==> src/rtl/mem_arbiter.sv <==
// Arbitrates an instruction-fetch port and a load/store port onto one 256-word memory,
// returning one-cycle responses, flagging out-of-range addresses and counting grants.
module mem_arbiter #(
  parameter int CNT_W = 16
) (
  input  logic             clk,
  input  logic             rst,
  input  logic             i_req,
  input  logic [31:0]      i_addr,
  output logic             i_gnt,
  output logic             i_rvalid,
  output logic [31:0]      i_rdata,
  output logic             i_err,
  input  logic             d_req,
  input  logic             d_we,
  input  logic [31:0]      d_addr,
  input  logic [31:0]      d_wdata,
  input  logic [3:0]       d_mask,
  output logic             d_gnt,
  output logic             d_rvalid,
  output logic [31:0]      d_rdata,
  output logic             d_err,
  output logic             mem_request,
  output logic             mem_we_re,
  output logic [7:0]       mem_address,
  output logic [31:0]      mem_data_in,
  output logic [3:0]       mem_mask,
  input  logic [31:0]      mem_data_out,
  output logic [CNT_W-1:0] i_grant_cnt,
  output logic [CNT_W-1:0] d_grant_cnt
);

  typedef enum logic {IDLE = 1'b0, RESP = 1'b1} state_t;

  localparam logic             PORT_I  = 1'b0;
  localparam logic             PORT_D  = 1'b1;
  localparam logic [CNT_W-1:0] CNT_MAX = {CNT_W{1'b1}};
  localparam logic [CNT_W-1:0] CNT_ONE = CNT_W'(1'b1);

  state_t           state_r;
  logic             last_grant_r;
  logic             resp_port_r;
  logic             resp_we_r;
  logic             resp_err_r;
  logic [CNT_W-1:0] i_cnt_r;
  logic [CNT_W-1:0] d_cnt_r;

  logic             raw_i_s;
  logic             raw_d_s;
  logic             raw_grant_s;
  logic             grant_s;
  logic [31:0]      sel_addr_s;
  logic             oor_s;
  logic             resp_rd_s;

  function automatic logic [CNT_W-1:0] sat_inc(input logic [CNT_W-1:0] c);
    return (c == CNT_MAX) ? c : c + CNT_ONE;
  endfunction

  // Arbitration ignoring reset: a lone requester wins, a collision goes to the port not granted last.
  always_comb begin
    raw_i_s = 1'b0;
    raw_d_s = 1'b0;
    if (i_req && d_req) begin
      if (last_grant_r == PORT_D) begin
        raw_i_s = 1'b1;
      end else begin
        raw_d_s = 1'b1;
      end
    end else begin
      raw_i_s = i_req;
      raw_d_s = d_req;
    end
  end

  assign i_gnt       = raw_i_s & rst;
  assign d_gnt       = raw_d_s & rst;
  assign grant_s     = i_gnt | d_gnt;
  assign raw_grant_s = raw_i_s | raw_d_s;
  assign sel_addr_s  = raw_d_s ? d_addr : i_addr;
  assign oor_s       = |sel_addr_s[31:10];

  // Memory command: only an in-range grant reaches the memory, everything else drives zeros.
  always_comb begin
    mem_request = 1'b0;
    mem_we_re   = 1'b0;
    mem_address = 8'h00;
    mem_data_in = 32'h0000_0000;
    mem_mask    = 4'h0;
    if (grant_s && !oor_s) begin
      mem_request = 1'b1;
      mem_address = sel_addr_s[9:2];
      if (d_gnt) begin
        mem_we_re   = d_we;
        mem_data_in = d_wdata;
        mem_mask    = d_mask;
      end else begin
        mem_we_re   = 1'b0;
        mem_data_in = 32'h0000_0000;
        mem_mask    = 4'h0;
      end
    end else begin
      mem_request = 1'b0;
    end
  end

  // Response strobes; read data comes straight from the memory's registered output.
  always_comb begin
    resp_rd_s = !resp_err_r && !resp_we_r;
    i_rvalid  = (state_r == RESP) && (resp_port_r == PORT_I);
    d_rvalid  = (state_r == RESP) && (resp_port_r == PORT_D);
    i_err     = i_rvalid & resp_err_r;
    d_err     = d_rvalid & resp_err_r;
    i_rdata   = (i_rvalid && resp_rd_s) ? mem_data_out : 32'h0000_0000;
    d_rdata   = (d_rvalid && resp_rd_s) ? mem_data_out : 32'h0000_0000;
  end

  // Response FSM, arbitration history and saturating grant counters.
  always_ff @(posedge clk or negedge rst) begin
    if (!rst) begin
      state_r      <= IDLE;
      last_grant_r <= PORT_D;
      resp_port_r  <= PORT_I;
      resp_we_r    <= 1'b0;
      resp_err_r   <= 1'b0;
      i_cnt_r      <= '0;
      d_cnt_r      <= '0;
    end else begin
      case (state_r)
        IDLE:    state_r <= raw_grant_s ? RESP : IDLE;
        RESP:    state_r <= raw_grant_s ? RESP : IDLE;
        default: state_r <= IDLE;
      endcase
      if (raw_grant_s) begin
        last_grant_r <= raw_d_s ? PORT_D : PORT_I;
        resp_port_r  <= raw_d_s ? PORT_D : PORT_I;
        resp_we_r    <= raw_d_s & d_we;
        resp_err_r   <= oor_s;
        if (raw_d_s) begin
          d_cnt_r <= sat_inc(d_cnt_r);
        end else begin
          i_cnt_r <= sat_inc(i_cnt_r);
        end
      end else begin
        last_grant_r <= last_grant_r;
      end
    end
  end

  assign i_grant_cnt = i_cnt_r;
  assign d_grant_cnt = d_cnt_r;

endmodule

==> config.mk <==
export PLATFORM = sky130hd
export DESIGN_NAME = mem_arbiter
export DESIGN_NICKNAME = d
export VERILOG_FILES = /design/src/rtl/mem_arbiter.sv
export SDC_FILE = /design/constraint.sdc
export NUM_CORES = 1
export LEC_CHECK = 0
export ABC_AREA = 1
export BUFFER_PORTS_ARGS = -buffer_cell sky130_fd_sc_hd__clkbuf_2
export CAP_MARGIN = 0
export CORE_AREA = 4 4 108 110
export CTS_BUF_LIST = sky130_fd_sc_hd__clkbuf_4 sky130_fd_sc_hd__clkbuf_8
export DETAILED_ROUTE_END_ITERATION = 6
export DIE_AREA = 0 0 112 114
export HOLD_SLACK_MARGIN = 0.02
export PLACE_DENSITY_LB_ADDON = 0.15
export SYNTH_ARGS = -nofsm -noshare
export SYNTH_HDL_FRONTEND = slang
export SYNTH_SLANG_ARGS = --single-unit
==> constraint.sdc <==
create_clock -name clk -period 2.4 [get_ports clk]
set_clock_uncertainty 0.1 [all_clocks]
set_input_delay 0.48 -clock clk [delete_from_list [all_inputs] [get_ports clk]]
set_output_delay 0.48 -clock clk [all_outputs]
set_load 0.05 [all_outputs]
==> results of run 1 <==
## registers in the layout, indices dropped and copies added, names as in the netlist
register	flops
last_grant_r	1
i_grant_cnt	16
d_grant_cnt	16
resp_port_r	1
resp_we_r	1
state_r	1
resp_err_r	1
## power by group through the flow
stage          Sequential (mW)  Combinational (mW)  Clock (mW)
2_1_floorplan             1.28               0.505           0
3_3_place_gp             0.891                1.27           0
3_5_place_dp             0.899                1.29           0
4_1_cts                  0.891                1.30       0.591
5_1_grt                  0.919                1.42       0.623
6_report                 0.895                1.31       0.576
## worst register-to-register path, cell delays in order, from the launching register on
cell and delay [ns]:
dfrtp_1 0.42, ha_1 0.25, nand3_1 0.18, nor2_2 0.08, nand3_1 0.11, nand2_4 0.11
inv_2 0.31, nand2_1 0.09, nand2_1 0.07, nand2_1 0.05
## cells by family (layout without fill, tap and decap cells)
family / count (synthesis) / count (layout) / synth area share [%]
xor gates and xnor gates: 15 / 15 / 4.09
AOI/OAI and AO/OA: 19 / 19 / 3.08
adders and majority gates: 2 / 2 / 0.779
buffers and inverters: 118 / 413 / 14.8
DFF: 37 / 37 / 28.9
and+or+nand+nor: 383 / 383 / 48.4
## how the worst max path moves through the flow
stage | from | to | slack, ns | depth (start not counted)
floorplan | resp_port_r$_DFFE_PN0P_ | i_rdata[10] | -0.19 | 4
global placement | i_req | mem_mask[2] | 0.06 | 10
detailed placement | i_req | mem_data_in[0] | 0.02 | 10
CTS | last_grant_r$_DFFE_PN1P_ | mem_mask[2] | -0.09 | 10
global route | last_grant_r$_DFFE_PN1P_ | mem_data_in[0] | -0.19 | 10
finish | last_grant_r$_DFFE_PN1P_ | mem_data_in[23] | -0.06 | 10
## metal layers
metal  vias to the layer above  GRT usage [%]  share of wire (%)
met3                        26           4.56                7.3
met5                         -              0                  0
met4                         0           5.61                2.4
li1                       2293              -                  -
met1                      2029           22.5                 37
met2                       188           38.0                 53
## area by class of cell
| class | instances | area, um2 |
|---|---|---|
| clock buffers | 7 | 90.1 |
| fillers | 943 | 4210 |
| well taps | 140 | 175 |
| flip-flops and latches | 37 | 927 |
| clock inverters | 1 | 30.0 |
| multi-input cells | 419 | 2270 |
| repair buffers | 305 | 2610 |
| inverters | 100 | 380 |
## through the flow
step / cell area [um2] / TNS (ns)
global route: 6490 / -6.86
CTS: 6170 / -2.54
global placement: 5790 / 0
finish: 6490 / -1.04
floorplan: 3370 / -5.75
detailed placement: 5790 / 0
## placed cells by master (no fill, tap or decap), drive strengths merged, types with 2 or more instances in the layout
cell,count
inv,99
buf,81
ha,2
nand3,28
nor2,152
nor3,15
dfrtp,36
nand2,177
xor2,10
xnor2,5
nand4,6
o21ai,18
clkbuf,230
nand3b,2
## timing repair
action,4_1_cts,5_1_grt
setup buffers,0,2
endpoints found under the hold margin,1,0
endpoints found under the setup margin,46,46
gates resized for setup,50,53
hold buffers,1,0
pin swaps,1,6
cloned,2,5
==> results.md, run 1 <==
- Vias: 4536
- Detail Route Antenna Nets: 0
- Worst-Skew Late Latency: 0.29 ns
- Reg clk slew, reported paths: 0.06 ns
- Crit path kind: register to primary output
- Die width: 112 um
- Fin crit period: 2.46 ns
- Worst Setup Start Kind: register
- # H-tree levels: 2
- Drt total wl: 14.3 mm
- Overall power: 2.78 mW
- Capturing point of the worst reg2reg path: d_grant_cnt[7]$_DFFE_PN0P_
- Most frequent CP cell: nand2_4
- Distinct cells, synth: 29
- Crit path buf inv count: 3
- Top post-synthesis cells by area: dfrtp_1 28%, nand2_1 20%, nor2_1 18%
- Final core utilization: 60.6%
- Final Hold Viols: 0
- Crit path cell chain: nand2_2, nand2_4, inv_2, nor2_1, nand2_1, nand2_4, nand2_8, clkbuf_16, nor2_4, buf_12
- Initial Utilization: 30.0%
- Setup Viol. Count Final: 42
- Slew @ Worst Pin: 0.552 ns
- P_sw: 1.32 mW
- Net Sw Frac: 47.5%
- Slowest stage delay, CP: 0.55 ns
- Maxcap violations: 0
- Final #Nets: 1007
- Yosys reg bits: 37
- IO buf count: 280
- Drt pass-1 iters: 4
- Clk pwr share: 20.7%
- Max clock buf depth: 2
- Worst reg-to-reg path cell count: 9
- Synthesized area: 3210 um2
- Vias in the first global route: 4214
- Mapped Cells: 574
- Tcrit/Tclk final: 103%
- Routability Congestion: 0.887
- CP arrival: 1.88 ns
- GRT Total Usage: 20.1%
- Area leader, netlist: dfrtp_1
- Most common library cells after synthesis: 174 x nand2_1, 150 x nor2_1, 98 x inv_1
- DRC: 0
- Flop pwr share: 32.2%
- Lkg Pwr: 3.37 nW
- Global-route wire length before repair: 20.9 mm
- Top cell type's share of synthesized area: 28.0%
- CP delay by family, top: simple AND/OR/NAND/NOR gates
- CTS root buffer: clkbuf_8
- Die footprint: 12800 um2
- Register area share after synthesis: 28.9%
- # diodes: 0
- Slew HR: 62.9%
- Fmax: 406 MHz
- Syn nets: 713
- Ys async rst share: 100%
- Status: finished with violations
- CTS tree: yes
- CP Max Fanout: 7
- Area added between synthesis and finish: 102%
- Clock sinks: 37
- Core area: 10700 um2
- Syn_area_per_cell: 5.60 um2
- Reg-to-Reg Start: d_grant_cnt[0]$_DFFE_PN0P_
- WP data required: 1.82 ns
- Worst vdd ir: 0.483 mV
- DP HPWL: 11.4 mm
- Synth warn: 0
- Place WS: 0.0191 ns
- Hold WS: 0.105 ns
- Initial antenna violation count: 0
- DR iter-0 viols: 126
- Setup ws final: -0.0648 ns
- Rows: 38
- Detail-routed via count per cell: 4.50
- Largest net degree at the start of global routing: 38
- Combinational power share: 47.1%
- R2R setup slack: 0.51 ns
- Layout cells sized above 1: 46.7%
- RSZ-0062 raised after global routing: yes
- Internal: 1.46 mW
- Dominant cell by count in the synthesized netlist: nand2_1
- Die Y: 114 um
- Type of the worst min-delay path: primary input to asynchronous set/reset pin
- Cell Pwr Density: 429 nW/um2
- IO Pins: 285
- Crit end category: primary output
- Max Slew Vio Count: 0
- Slowest CP cell: dfstp_2
- Finished Layout Cells: 1009
- Total CTS buffers: 5
- Failing checks: setup timing
- DR WL/cell: 14.2 um
- Placed cell count: 992
- Post-synth EDFFs: 0
- Total gr overflow: 0
- Synth Flop Type: dfrtp_1
No activity file was read; power rests on OpenSTA's default activity.
==> run 2, diff against run 1 <==
==> constraint.sdc (replaced) <==
create_clock -name clk -period 2.4 [get_ports clk]
set_clock_uncertainty 0.1 [all_clocks]
set_input_delay 0.24 -clock clk [delete_from_list [all_inputs] [get_ports clk]]
set_output_delay 0.24 -clock clk [all_outputs]
set_load 0.05 [all_outputs]
==> run 2 against run 1 <==
Compared with the run above:
- the run now ends clean
- design area decreased by 17%
- non-clock buffer count fell by 16
- register-to-register slack about the same
- routed wire length shrank 11%
- die area is the same
- core utilization down 10 points
- sequential cell count did not move
- cell count down 1.6%
- maximum frequency increased by 7.7%
- combinational power shrank 5%
- largest power group unchanged
- highest routed layer unchanged
==> results.md, run 2 (synthesized netlist as in run 1, its figures left out) <==
- RSZ-0062 raised after global routing: yes
- Type of the worst min-delay path: primary input to register
- Design Area, Final: 5380 um2 (-17%)
- Die width: 112 um (unchanged)
- DR WL/cell: 12.8 um (-9.9%)
- Final core utilization: 50.3% (-10 points)
- Final Hold Viols: 0 (unchanged)
- Maxcap violations: 0 (unchanged)
- Slew HR: 65.8% (+2.9 points)
- Largest net degree at the start of global routing: 38 (unchanged)
- IO buf count: 280 (unchanged)
- Most frequent cells in the layout: 236 x clkbuf_2, 173 x nand2_1, 132 x nor2_1
- CTS tree: yes
- Worst vdd ir: 0.434 mV (-10%)
- Most common cell after layout, fill and taps aside: clkbuf_2
- Hold WS: 0.111 ns (+0.00686 ns)
- Setup Buffers After CTS: 0 (unchanged)
- Area added between synthesis and finish: 67.5%
- Status: completed
- Clock sinks: 37 (unchanged)
- Cell Pwr Density: 505 nW/um2 (+18%)
- Crit end category: primary output
- Max clock buf depth: 2 (unchanged)
- DP HPWL: 10.6 mm (-6.4%)
- Total CTS buffers: 5 (unchanged)
- DRC: 0 (unchanged)
- Drt pass-1 iters: 5 (+1)
- CTS root buffer: clkbuf_8
- # H-tree levels: 2 (unchanged)
- Fmax: 437 MHz (+7.7%)
- DR iter-0 viols: 199 (+58%)
- CP arrival: 1.95 ns (+0.07 ns)
- Layout cells sized above 1: 38.3% (-8.4 points)
- Max Slew Vio Count: 0 (unchanged)
- Crit path kind: register to primary output
- Setup Viol. Count Final: 0 (-100%)
- Reg clk slew, reported paths: 0.08 ns (+0.02 ns)
- Initial Utilization: 30.0% (unchanged)
- Worst-Skew Late Latency: 0.29 ns (about the same)
- Detail-routed via count per cell: 4.42 (-1.7%)
- Global-route wire length before repair: 19.7 mm (-5.7%)
- Initial antenna violation count: 0 (unchanged)
- Vias: 4386 (-3.3%)
- Worst Setup Start Kind: register
- GRT Total Usage: 18.5% (-1.5 points)
- Rows: 38 (unchanged)
- # diodes: 0 (unchanged)
- Final #Nets: 991 (-1.6%)
- Drt total wl: 12.7 mm (-11%)
- WP data required: 2.06 ns (+0.24 ns)
- Core area: 10700 um2 (unchanged)
- Tcrit/Tclk final: 95.3% (-7.4 points)
- CP Max Fanout: 36 (+29)
- Detail Route Antenna Nets: 0 (unchanged)
- Vias in the first global route: 4044 (-4.0%)
- IO Pins: 285 (unchanged)
- Fin crit period: 2.29 ns (-0.177 ns)
- Die footprint: 12800 um2 (unchanged)
- Total gr overflow: 0 (unchanged)
- Dpl cell area: 5120 um2 (-11%)
- Routability Congestion: 0.864 (-2.6%)
- Setup_tns: 0 ns (+1.04 ns)
- Die Y: 114 um (unchanged)
- Lkg Pwr: 3.13 nW (-7.2%)
- Slew @ Worst Pin: 0.509 ns (-0.0425 ns)
## run 2: cell count changes in the layout (fill, tap and decap cells not counted), sizes merged
cell and change:
clkbuf +16, clkinv -1, buf -32, inv +1
## run 2: critical path, cell delays in order (launching register included)
cell and delay [ns]:
dfstp_2 0.53, nand2_1 0.05, nand2_1 0.09, inv_1 0.06
nor2_1 0.09, nand2_1 0.06, nand2_2 0.11, nand2_2 0.06
buf_6 0.21, nor2_1 0.20, buf_12 0.17
## run 2: layer usage
layer / part of all wire, % / vias to the layer above / track usage, %
li1: - / 2251 / -
met1: 38 / 1917 / 21.9
met2: 52 / 200 / 34.2
met3: 8.2 / 18 / 4.46
met4: 1.6 / 0 / 4.17
met5: 0 / - / 0
## run 2: per-stage QoR
step / setup WS, ns / total power, mW / cells
detailed placement: 0.273 / 2.15 / 984
global placement: 0.264 / 2.13 / 984
global route: -0.0461 / 2.89 / 993
CTS: 0.0251 / 2.74 / 993
finish: 0.112 / 2.72 / 993
floorplan: 0.0482 / 1.77 / 574
## run 2: worst paths after layout
| check | start | end | cells after the start | slack (ns) |
|---|---|---|---|---|
| setup / recovery | last_grant_r$_DFFE_PN1P_ | mem_data_in[13] | 10 | 0.11 |
| hold / removal | d_we | resp_we_r$_DFFE_PN0P_ | 3 | 0.11 |
| setup reg to reg | d_grant_cnt[0]$_DFFE_PN0P_ | d_grant_cnt[6]$_DFFE_PN0P_ | 8 | 0.52 |
| hold reg to reg | last_grant_r$_DFFE_PN1P_ | last_grant_r$_DFFE_PN1P_ | 2 | 0.43 |
| max in group asynchronous | rst | last_grant_r$_DFFE_PN1P_ | 3 | 1.22 |
| min in group asynchronous | rst | resp_port_r$_DFFE_PN0P_ | 3 | 0.62 |
## run 2: cell type report
class / count / area, um2
sequential: 37 / 927
clock inverter: 1 / 30.0
fill: 1110 / 5320
tap: 140 / 175
timing repair buffer: 289 / 1920
clock buffer: 7 / 90.1
multi-input combinational: 419 / 1870
inverter: 100 / 375
## run 2: timing repair
item / CTS / global route
hold buffers: 1 / 0
endpoints found under the setup margin: 1 / 46
resized for setup: 1 / 76
endpoints found under the hold margin: 36 / 0
## run 2: where the power goes
group / switching [mW] / total (mW) / internal, mW
Combinational: 0.902 / 1.24 / 0.337
Clock: 0.233 / 0.584 / 0.351
Sequential: 0.150 / 0.894 / 0.744
Total: 1.28 / 2.72 / 1.43
==> run 3, diff against run 2 <==
--- a/config.mk
+++ b/config.mk
@@ -9,11 +9,11 @@
 export BUFFER_PORTS_ARGS = -buffer_cell sky130_fd_sc_hd__clkbuf_2
 export CAP_MARGIN = 0
 export CORE_AREA = 4 4 108 110
-export CTS_BUF_LIST = sky130_fd_sc_hd__clkbuf_4 sky130_fd_sc_hd__clkbuf_8
 export DETAILED_ROUTE_END_ITERATION = 6
 export DIE_AREA = 0 0 112 114
 export HOLD_SLACK_MARGIN = 0.02
 export PLACE_DENSITY_LB_ADDON = 0.15
+export REMOVE_ABC_BUFFERS = 1
 export SYNTH_ARGS = -nofsm -noshare
 export SYNTH_HDL_FRONTEND = slang
 export SYNTH_SLANG_ARGS = --single-unit
==> run 3 against run 2 <==
Compared with the run above:
- sequential power is essentially flat
- hold slack gained 0.027 ns
- sequential cell count is the same
- largest power group unchanged
- critical path depth shrank 2
- highest routed layer unchanged
- die area is the same
- routed wire length grew 1.7%
==> results.md, run 3 (synthesized netlist as in run 1, its figures left out) <==
- Rows: 38 (unchanged)
- IO Pins: 285 (unchanged)
- Status: completed
- Setup Viol. Count Final: 0 (unchanged)
- Overall power: 2.63 mW (-3.3%)
- Largest net degree at the start of global routing: 38 (unchanged)
- Worst vdd ir: 0.592 mV (+36%)
- Slowest CP cell: dlygate4sd3_1
- WP data required: 2.06 ns (about the same)
- Max Slew Vio Count: 0 (unchanged)
- Routability Congestion: 0.871 (+0.82%)
- CP Max Fanout: 37 (+2.8%)
- Vias: 4366 (-0.46%)
- DR WL/cell: 13.0 um (+1.4%)
- Maxcap violations: 0 (unchanged)
- Crit path cell chain: dlygate4sd3_1, clkbuf_4, inv_1, nor2_2, buf_12, nand2_1, nor2_1, buf_12
- Worst-Skew Late Latency: 0.30 ns (about the same)
- Vias in the first global route: 4237 (+4.8%)
- Layout cells sized above 1: 39.4% (+1.0 points)
- Final #Nets: 994 (+0.30%)
- CTS root buffer: clkbuf_8
- CTS tree: yes
- Fin crit period: 2.28 ns (-0.00625 ns)
- Most frequent CP cell: buf_12
- Cell Pwr Density: 470 nW/um2 (-7.0%)
- Detail Route Antenna Nets: 0 (unchanged)
- Drt pass-1 iters: 4 (-1)
- Detail-routed via count per cell: 4.38 (-0.76%)
- WP depth: 8 (-2)
- CP delay by family, top: buffers and inverters
- Crit path buf inv count: 5 (+2)
- Total gr overflow: 0 (unchanged)
- Most frequent cells in the layout: 233 x clkbuf_2, 172 x nand2_1, 127 x nor2_1
- Clock sinks: 37 (unchanged)
- Setup ws final: 0.118 ns (+0.00625 ns)
- Final Hold Viols: 0 (unchanged)
- DR iter-0 viols: 185 (-7.0%)
- Worst Setup Start Kind: primary input
- Hold WS: 0.138 ns (+0.0266 ns)
- Area added between synthesis and finish: 74.0%
- Drt total wl: 12.9 mm (+1.7%)
- Die Y: 114 um (unchanged)
- Crit path kind: primary input to primary output
- Hold path cells: 4 (+1)
- Total CTS buffers: 5 (unchanged)
- Max clock buf depth: 2 (unchanged)
- FILL cells: 1067 (-3.9%)
- GRT Total Usage: 19.2% (+0.68 points)
- CP arrival: 1.94 ns (about the same)
- RSZ-0062 raised after global routing: yes
- Type of the worst min-delay path: primary input to register
- Die footprint: 12800 um2 (unchanged)
- Core area: 10700 um2 (unchanged)
- Dpl cell area: 5220 um2 (+1.8%)
- Die width: 112 um (unchanged)
- # diodes: 0 (unchanged)
- Lkg Pwr: 3.17 nW (+1.4%)
- Place WS: 0.202 ns (-0.0711 ns)
- Fmax: 438 MHz (+0.27%)
- Initial antenna violation count: 0 (unchanged)
- Slew @ Worst Pin: 0.527 ns (+0.0174 ns)
- Worst reg-to-reg path cell count: 8 (unchanged)
- Tcrit/Tclk final: 95.1% (-0.26 points)
- Slowest stage delay, CP: 0.57 ns (+0.04 ns)
- Global-route wire length before repair: 20.2 mm (+2.5%)
- Crit end category: primary output
- IO buf count: 280 (unchanged)
- DP HPWL: 10.7 mm (+0.78%)
- Most common cell after layout, fill and taps aside: clkbuf_2
- Setup Buffers After CTS: 0 (unchanged)
- # H-tree levels: 2 (unchanged)
- Design Area, Final: 5590 um2 (+3.9%)
- DRC: 0 (unchanged)
- Reg clk slew, reported paths: 0.09 ns (about the same)
- Slew HR: 64.6% (-1.2 points)
- Initial Utilization: 30.0% (unchanged)
==> run 3: changes by cell type in the layout (fill, tap and decap cells not counted), moves of 4 or more <==
cell	delta
nor2_2	-5
buf_6	+4
buf_2	-4
nor2_1	-5
nor2_4	+10
buf_12	+6
==> run 3: final timing paths <==
path,start,end,slack (ns)
max,rst,mem_mask[2],0.12
min in group asynchronous,rst,resp_port_r$_DFFE_PN0P_,0.28
max reg2reg,d_grant_cnt[0]$_DFFE_PN0P_,d_grant_cnt[13]$_DFFE_PN0P_,0.49
max in group asynchronous,rst,d_grant_cnt[8]$_DFFE_PN0P_,1.28
min,i_req,resp_port_r$_DFFE_PN0P_,0.14
min reg2reg,resp_err_r$_DFFE_PN0P_,resp_err_r$_DFFE_PN0P_,0.40
==> run 3: metrics by stage <==
stage | cells | setup TNS [ns] | util, %
final | 996 | 0 | 52.3
after global placement | 985 | 0 | 48.8
after global routing | 996 | -0.370 | 52.3
after floorplan | 556 | -49.27 | -
after detailed placement | 985 | 0 | 48.8
after CTS | 994 | -0.344 | 50.3
==> run 3: metal layers <==
| layer | wire, um | part of all wire (%) | GRT usage, % |
|---|---|---|---|
| met4 | 340 | 2.6 | 5.93 |
| met3 | 978 | 7.6 | 4.35 |
| met2 | 6540 | 51 | 35.4 |
| met1 | 5050 | 39 | 22.2 |
| met5 | 0 | 0 | 0 |
==> run 3: cell type report <==
| class | count | area, um2 | share of cell area (%) |
|---|---|---|---|
| Clock inverter | 2 | 13.8 | 0.246 |
| Timing Repair Buffer | 292 | 2070 | 37.1 |
| Inverter | 100 | 375 | 6.71 |
| Sequential cell | 37 | 927 | 16.6 |
| Clock buffer | 6 | 82.6 | 1.48 |
| Multi-Input combinational cell | 419 | 1950 | 34.8 |
| Tap cell | 140 | 175 | 3.13 |
==> run 3: timing repair <==
| item | in CTS | in global routing |
|---|---|---|
| pin swaps | 0 | 1 |
| cloned | 0 | 2 |
| endpoints found under the hold margin | 5 | 0 |
| setup endpoints to repair | 42 | 46 |
| gates resized for setup | 20 | 69 |
| hold buffers | 1 | 0 |
==> run 3: worst register-to-register path, stage by stage (launching register included) <==
cell and delay (ns):
dfrtp_1 0.44, ha_1 0.24, nand3_1 0.17, nor2_2 0.19, nand3_1 0.13, nand2_4 0.16, inv_2 0.18, nand2_1 0.12
o21ai_1 0.06
==> run 3: power by group <==
part	total, mW	leakage (nW)	switching, mW	internal (mW)
Combinational	1.25	2.65	0.909	0.339
Sequential	0.897	0.473	0.153	0.744
Clock	0.481	0.0512	0.248	0.233
